--- src/rtl/iir_static_notch.sv ---
// iir_static_notch: fixed-coefficient biquad notch (5 kHz at fs = 40 kHz).
// One serial multiply-accumulate per system clock, six clocks per sample:
// a load cycle on the sample strobe, then five MAC cycles. The last MAC cycle
// also shifts, saturates, updates the output and rotates the history.
module iir_static_notch #(
  parameter int DW = 24,     // input sample width
  parameter int OW = 29,     // output sample width
  parameter int CW = 13,     // nominal Q12 coefficient width
  parameter int SH = 12,     // coefficient fractional bits
  parameter int B0 = 4096,
  parameter int B1 = -5793,
  parameter int B2 = 4096,
  parameter int A1 = -5213,
  parameter int A2 = 3318
) (
  input  logic                 clk_240k,
  input  logic                 rst,
  input  logic                 clk_40k,
  input  logic signed [DW-1:0] Din,
  output logic signed [OW-1:0] Dout
);

  // |B1| and |A1| exceed 1.0 in Q12, so the coefficient path carries one
  // integer bit beyond CW.
  localparam int KW = CW + 1;
  localparam int PW = KW + OW;   // product width
  localparam int AW = 44;        // accumulator width, no wrap for legal input

  localparam logic signed [AW-1:0] YMAX = {{(AW-OW+1){1'b0}}, {(OW-1){1'b1}}};
  localparam logic signed [AW-1:0] YMIN = {{(AW-OW+1){1'b1}}, {(OW-1){1'b0}}};

  typedef enum logic {S_IDLE, S_MAC} state_t;

  state_t                r_state;
  logic [2:0]            r_idx;
  logic                  r_sync1, r_sync2, r_sync3;
  logic signed [DW-1:0]  r_x0, r_x1, r_x2;
  logic signed [OW-1:0]  r_y1, r_y2;
  logic signed [AW-1:0]  r_acc;
  logic signed [OW-1:0]  r_dout;

  logic                  w_stb;
  logic signed [KW-1:0]  w_coef;
  logic signed [OW-1:0]  w_opnd;
  logic signed [PW-1:0]  w_prod;
  logic signed [AW-1:0]  w_acc_nxt;
  logic signed [AW-1:0]  w_shift;
  logic signed [OW-1:0]  w_ysat;

  // Two-flop synchronizer on the sample-rate signal plus a delayed copy for edge detect
  always_ff @(posedge clk_240k) begin
    if (rst) begin
      r_sync1 <= 1'b0;
      r_sync2 <= 1'b0;
      r_sync3 <= 1'b0;
    end else begin
      r_sync1 <= clk_40k;
      r_sync2 <= r_sync1;
      r_sync3 <= r_sync2;
    end
  end

  assign w_stb = r_sync2 & ~r_sync3;

  // Coefficient/operand select for the current MAC step; feedback terms enter negated
  always_comb begin
    w_coef = '0;
    w_opnd = '0;
    case (r_idx)
      3'd0: begin w_coef = KW'(B0);  w_opnd = {{(OW-DW){r_x0[DW-1]}}, r_x0}; end
      3'd1: begin w_coef = KW'(B1);  w_opnd = {{(OW-DW){r_x1[DW-1]}}, r_x1}; end
      3'd2: begin w_coef = KW'(B2);  w_opnd = {{(OW-DW){r_x2[DW-1]}}, r_x2}; end
      3'd3: begin w_coef = KW'(-A1); w_opnd = r_y1; end
      3'd4: begin w_coef = KW'(-A2); w_opnd = r_y2; end
      default: begin w_coef = '0; w_opnd = '0; end
    endcase
  end

  assign w_prod    = w_coef * w_opnd;
  assign w_acc_nxt = r_acc + {{(AW-PW){w_prod[PW-1]}}, w_prod};
  assign w_shift   = w_acc_nxt >>> SH;   // arithmetic shift: floor rounding

  // Clamp the scaled result to the signed output range
  always_comb begin
    w_ysat = w_shift[OW-1:0];
    if (w_shift > YMAX)      w_ysat = YMAX[OW-1:0];
    else if (w_shift < YMIN) w_ysat = YMIN[OW-1:0];
  end

  // Sequencer and datapath: load on strobe, five MAC steps, commit on the last
  always_ff @(posedge clk_240k) begin
    if (rst) begin
      r_state <= S_IDLE;
      r_idx   <= '0;
      r_acc   <= '0;
      r_x0    <= '0;
      r_x1    <= '0;
      r_x2    <= '0;
      r_y1    <= '0;
      r_y2    <= '0;
      r_dout  <= '0;
    end else begin
      case (r_state)
        S_IDLE: begin
          // the strobe cycle itself is the load step
          if (w_stb) begin
            r_x0    <= Din;
            r_acc   <= '0;
            r_idx   <= '0;
            r_state <= S_MAC;
          end
        end
        S_MAC: begin
          // strobes arriving here are dropped on purpose (overrun)
          r_acc <= w_acc_nxt;
          if (r_idx == 3'd4) begin
            r_dout  <= w_ysat;
            r_x2    <= r_x1;
            r_x1    <= r_x0;
            r_y2    <= r_y1;
            r_y1    <= w_ysat;
            r_state <= S_IDLE;
          end else begin
            r_idx <= r_idx + 3'd1;
          end
        end
        default: r_state <= S_IDLE;
      endcase
    end
  end

  assign Dout = r_dout;

endmodule

--- config.mk ---
export PLATFORM = sky130hd
export DESIGN_NAME = iir_static_notch
export DESIGN_NICKNAME = d
export VERILOG_FILES = /design/src/rtl/iir_static_notch.sv
export SDC_FILE = /design/constraint.sdc
export NUM_CORES = 1
export LEC_CHECK = 0
export CAP_MARGIN = 40
export CORE_UTILIZATION = 50
export DETAILED_ROUTE_END_ITERATION = 16
export PLACE_DENSITY = 0.67
export SLEW_MARGIN = 40
export SYNTH_ARGS = -nofsm -noshare
export SYNTH_HDL_FRONTEND = slang
export SYNTH_SLANG_ARGS = --single-unit
--- constraint.sdc ---
create_clock -name clk_240k -period 23.8 [get_ports clk_240k]
set_input_delay 4.76 -clock clk_240k [delete_from_list [all_inputs] [get_ports clk_240k]]
set_output_delay 4.76 -clock clk_240k [all_outputs]
set_load 0.01 [all_outputs]
Yosys cells after proc, flatten, opt, wreduce, memory -nomap -nowiden

Cells that the tools add are included.

Input port bits: 27
Register bits: 181

Reduce and logical (&&, ||, !) cells: 5
Equality and inequality tests: 6
Bitwise logic cells: 3
Order comparisons: 2
Add/subtract/negate cells: 2
Multiplexer cells: 12
Multipliers: 1

Operator list:

| operator             | number |
|---|---|
| $pmux 29 s5          | 1 |
| $pmux 44 s2          | 1 |
| $mux 29              | 2 |
| $pmux 14 s4          | 1 |
| $add 44x44->44       | 1 |
| $mux 44              | 1 |
| $mul 14x29->43       | 1 |
| $gt 32x29->1 const B | 1 |
| $lt 32x29->1 const B | 1 |
| $eq 3x2->1 const B   | 2 |
| $mux 3               | 2 |
| $pmux 3 s2           | 1 |
| $reduce_and 2->1     | 3 |
| $ne 2x2->1 const B   | 2 |
| $add 3x1->3 const B  | 1 |
| $eq 3x1->1 const B   | 1 |
| $eq 3x3->1 const B   | 1 |
| $logic_not 3->1      | 1 |
| $mux 1               | 2 |
| $not 1->1            | 2 |
| $pmux 1 s2           | 1 |
| $reduce_or 2->1      | 1 |
| $and 1x1->1          | 1 |

Longest topological paths before layout

Depth after elaboration: 8
Mapped depth: 48

Worst setup path after synthesis

Ideal clock, no wire load.

Path kind: reg-to-reg
From: register r_idx[1]
To: register r_dout[18], in the netlist Dout[18]
Cell stages (with the launch flop): 45
Required time: 23.654 ns
Setup slack: 13.404 ns
Clock period less this slack: 10.396 ns
Data arrival time: 10.250 ns
Buffers on the path: 6
Path through: dfxtp_1 > inv_1 > ha_1 > clkbuf_1 > nor2b_1 > clkbuf_1 > clkbuf_1 > nor2_1 > clkbuf_1 > nor2_1 > inv_1 > fa_1 > fa_1 > inv_1 > fa_1 > fa_1 > fa_1 > inv_1 > [9 not listed] > o21ai_0 > o2bb2ai_1 > o21ai_0 > xnor2_1 > ha_1 > buf_2 > a21o_1 > a21o_1 > a21o_1 > a21o_1 > a211oi_1 > o21ai_1 > a21boi_1 > xnor2_1 > or3_1 > a21oi_4 > buf_4 > a211oi_2

Word-level cells in the longest chain between the ends: 8
Elaborated cells on any way between the ends: 15
Those cells by class: add/sub: 1; mul: 1; order compare: 2; eq/ne: 4; mux: 4; reduce/logical: 3

Ends and longest elaborated chain:

| item                                                 | line | text |
|---|---|---|
| start, declared                                      | 35   | `logic [2:0] r_idx;` |
| start signal, assigned                               | 124  | `r_idx <= r_idx + 3'd1;` |
| $eq 3x2->1 / $logic_not 3->1 (equally long branches) | 69   | `case (r_idx)` |
| $reduce_or 2->1 (no source line)                     | n/a  |  |
| $pmux 14 s4                                          | 69   |  |
| $mul 14x29->43                                       | 79   | `assign w_prod = w_coef * w_opnd;` |
| $add 44x44->44                                       | 80   | `assign w_acc_nxt = r_acc + {{(AW-PW){w_prod[PW-1]}}, w_prod};` |
| $lt 32x29->1                                         | 87   | `else if (w_shift < YMIN) w_ysat = YMIN[OW-1:0];` |
| $mux 29                                              | 87   |  |
| $mux 29                                              | 86   | `if (w_shift > YMAX) w_ysat = YMAX[OW-1:0];` |
| end signal, assigned                                 | 117  | `r_dout <= w_ysat;` |
| end, declared                                        | 40   | `logic signed [OW-1:0] r_dout;` |

Parallel ways exist; a longest one is shown, timed or not.
A chain may end at the register's enable or synchronous reset.

Final worst setup path

From: register r_idx[1]
To: register r_dout[2], in the netlist Dout[2]

The elaborated chain is that of the path after synthesis.

==> results.tsv <==
stage	metric	value	unit
setup_path	r2r_slack	11.53	ns
placement	finalWeightedCongestion	0.9474	
setup_path	setup.worst_path.start_class	flop	
finish	area_delta_synth_final	7.258	%
worst_hold_path	min_path_cells	1	
finish	nets	3053	
sta	drv_slew	0	
flow_run	cap_violations	0	
logic_synthesis	avgSynthCellArea	8.478	um^2
sta	whs	0.4401	ns
floorplan	core_area	0.04232	mm^2
floorplan	pin_count	56	
grt	antenna_found_initial	0	
detailed_routing	drcViolationCount	0	
sta	worstMarginPinSlew	0.8738	ns
setup_path	critPathCaptureType	flop	
setup_path	critical_path.most_common_cell	fa_1	
detailed_routing	drt-total-wl	63430	um
grt	grt_usage	0.2999	
outcome	status	complete, no violations	
clock_tree	cts.path.max_buffers	2	
sta	fin_setup_tns	0	ns
logic_synthesis	synthCells	2556	
clock_tree	cts_resized	0	
clock_tree	clkLatencyLatePin	0.45	ns
placement	port_buffers	55	
floorplan	dieArea	0.04418	mm^2
logic_synthesis	synth_top_area_share	0.2873	
sta	period_share	0.5154	
sta	hold_viol	0	
sta	final.setup_skew	0.01132	ns
logic_synthesis	synth_fp_nets	3068	
sta	finalSetupViolCount	0	
setup_path	required	24.09	ns
grt	grt_pass1_vias	18290	
logic_synthesis	syn-cell-area	0.02167	mm^2
detailed_routing	via_count	17870	
setup_path	r2r-start	r_idx[1]	
grt	grt_max_degree	101	
finish	diodes	0	
clock_tree	cts_made_buffers	17	
logic_synthesis	synth_edf_count	0	
detailed_routing	ant_nets	0	
logic_synthesis	ys_ff_latch	181	
logic_synthesis	dominantRegCellSynth	dfxtp_1	
finish	drive_gt1_frac	0.05208	
sta	max_clock_freq	81.53	MHz
pwr	peakVddDrop	0.00004767	V
clock_tree	root_buffer	clkbuf_16	
logic_synthesis	synth.distinct_cells	86	
clock_tree	hold_buffers	0	
logic_synthesis	synth_warnings	0	
pwr	powerDensity	34.01	mW/mm^2
sta	max-slew-margin-rel	0.4113	
clock_tree	cts_tree	built	
setup_path	worstReg2RegEnd	Dout[2]	
clock_tree	clkTransAtPathRegs	0.07	ns
detailed_routing	viasPerCell	5.708	
clock_tree	clock-sinks	181	
logic_synthesis	ys_seq_area_frac	0.1672	
worst_hold_path	hold_end	r_sync2	
detailed_routing	wire_per_inst	20.26	um
floorplan	rows	75	
placement	place_hpwl	50450	um
setup_path	cp_max_fo	55	
setup_path	cp_top_family	adder cells	
clock_tree	post_cts_buffers	0	
setup_path	worst-path-buf-inv	7	
logic_synthesis	async_flop_share	0	
setup_path	cp_slowest_cell	buf_4	
clock_tree	cts_htree_levels	4	
grt	grt_pass1_wl	101700	um
floorplan	dieWidth	210.2	um
grt	overflow	0	
floorplan	die-height	210.2	um
sta	fin_crit	12.27	ns
detailed_routing	first_pass_iters	8	
detailed_routing	initialDrtViolationCount	1734	
pwr	p_leak	10.61	nW
worst_hold_path	hp-start	r_sync1	
worst_hold_path	hold_path_class	flop to flop	
setup_path	slowest_delay	0.63	ns
setup_path	reg2reg_depth	40	
logic_synthesis	synth_area_leader_cell	fa_1	
setup_path	cp.arrival	12.56	ns
sta	rsz0062_at_grt	false	
setup_path	setup.worst_path.class	flop to flop	
floorplan	start_util	0.5120	
logic_synthesis	yosys-top-cells-area	fa_1 29%, dfxtp_1 17%, ha_1 10%, inv_1 7.1%, nand2_1 6.5%	
[power by group]
| part | total (W) | switching, W | internal [W] |
|---|---|---|---|
| logic | 0.000190 | 0.000125 | 0.0000655 |
| registers | 0.000308 | 0.00000256 | 0.000306 |
| clock network | 0.000292 | 0.000132 | 0.000159 |
| total | 0.000791 | 0.000260 | 0.000531 |
[cell type report]
cell class,instances,area [um^2]
multi-input cells,1848,15960
clock inverters,13,146.4
repair buffers,85,812.0
well taps,577,721.9
fillers,3949,19080
inverters,408,1531
flip-flops and latches,181,3625
clock buffers,19,442.9
[per-stage QoR]
stage / instances / utilization / power, W / instance area, um^2 / worst slack [ns]
after detailed placement: 3098 / 0.5348 / 0.0005045 / 22630 / 11.74
final: 3131 / 0.5492 / 0.0007905 / 23240 / 11.53
after global placement: 3096 / 0.5338 / 0.0005016 / 22590 / 11.62
after floorplan: 2556 / - / 0.0004526 / 21670 / 13.40
after CTS: 3130 / 0.5487 / 0.0007949 / 23220 / 11.68
after global routing: 3131 / 0.5492 / 0.0008299 / 23240 / 10.89
[cell families (layout without fill, tap and decap cells)]
| group | Yosys count | after routing | share of synthesized area |
|---|---|---|---|
| simple gates | 733 | 733 | 0.1435 |
| compound gates | 546 | 546 | 0.1686 |
| buf+inv | 527 | 525 | 0.09787 |
| fa+ha+maj | 485 | 485 | 0.3878 |
| flops | 181 | 181 | 0.1672 |
| xor+xnor | 84 | 84 | 0.03499 |
[synthesized netlist by cell type (all sizes together) (39+ instances only)]
master  instances
a21oi         188
fa            311
inv           408
ha            174
nor2          227
xnor2          61
nand2         391
clkbuf         96
a21o           44
o21ai          86
a211oi         39
dfxtp         181
a22oi          68
[worst max-delay path by stage]
stage,from,cells after the start,slack [ns],end
after detailed placement,r_idx[2],42,11.74,Dout[2]
after floorplan,r_idx[1],44,13.40,Dout[18]
final,r_idx[1],40,11.53,Dout[2]
after global routing,r_idx[0],41,10.89,Dout[2]
after CTS,r_idx[2],42,11.68,Dout[2]
after global placement,r_idx[2],40,11.62,Dout[0]
[registers in the layout (all words and copies together) (netlist names), 3 cells and up]
signal and cells:
r_acc 44, Dout 29, r_y2 29, r_x0 24
r_x1 24, r_x2 24, r_idx 3
[routing by layer]
metal | vias to the layer above | share of wire | GRT usage
met5 | - | 0 | 0
met4 | 0 | 0.048 | 0.1344
met3 | 151 | 0.050 | 0.03278
met2 | 623 | 0.49 | 0.5088
met1 | 8845 | 0.41 | 0.3861
li1 | 8253 | - | -
[placed cells by master (no fill, tap or decap), drive strengths merged, types with 3 or more instances in the layout]
cell type / instances
fa: 311
a22oi: 68
a222oi: 12
and4: 13
nand3: 19
dfxtp: 181
o31ai: 4
a21o: 44
a211oi: 39
a221o: 6
buf: 31
ha: 174
a21boi: 4
a211o: 3
o211ai: 4
a2bb2oi: 4
a21oi: 188
nor3: 10
nand2b: 11
a31oi: 12
o21bai: 10
o21ai: 86
and2: 8
nand2: 391
or3: 4
nor2: 227
clkinv: 5
inv: 413
a41oi: 3
o211a: 3
o21a: 25
xor2: 22
nor2b: 19
nand4: 19
o31a: 3
clkdlybuf4s50: 54
and3: 5
xnor2: 61
clkbuf: 19
a221oi: 9
Power figures use the tool's default switching activity.
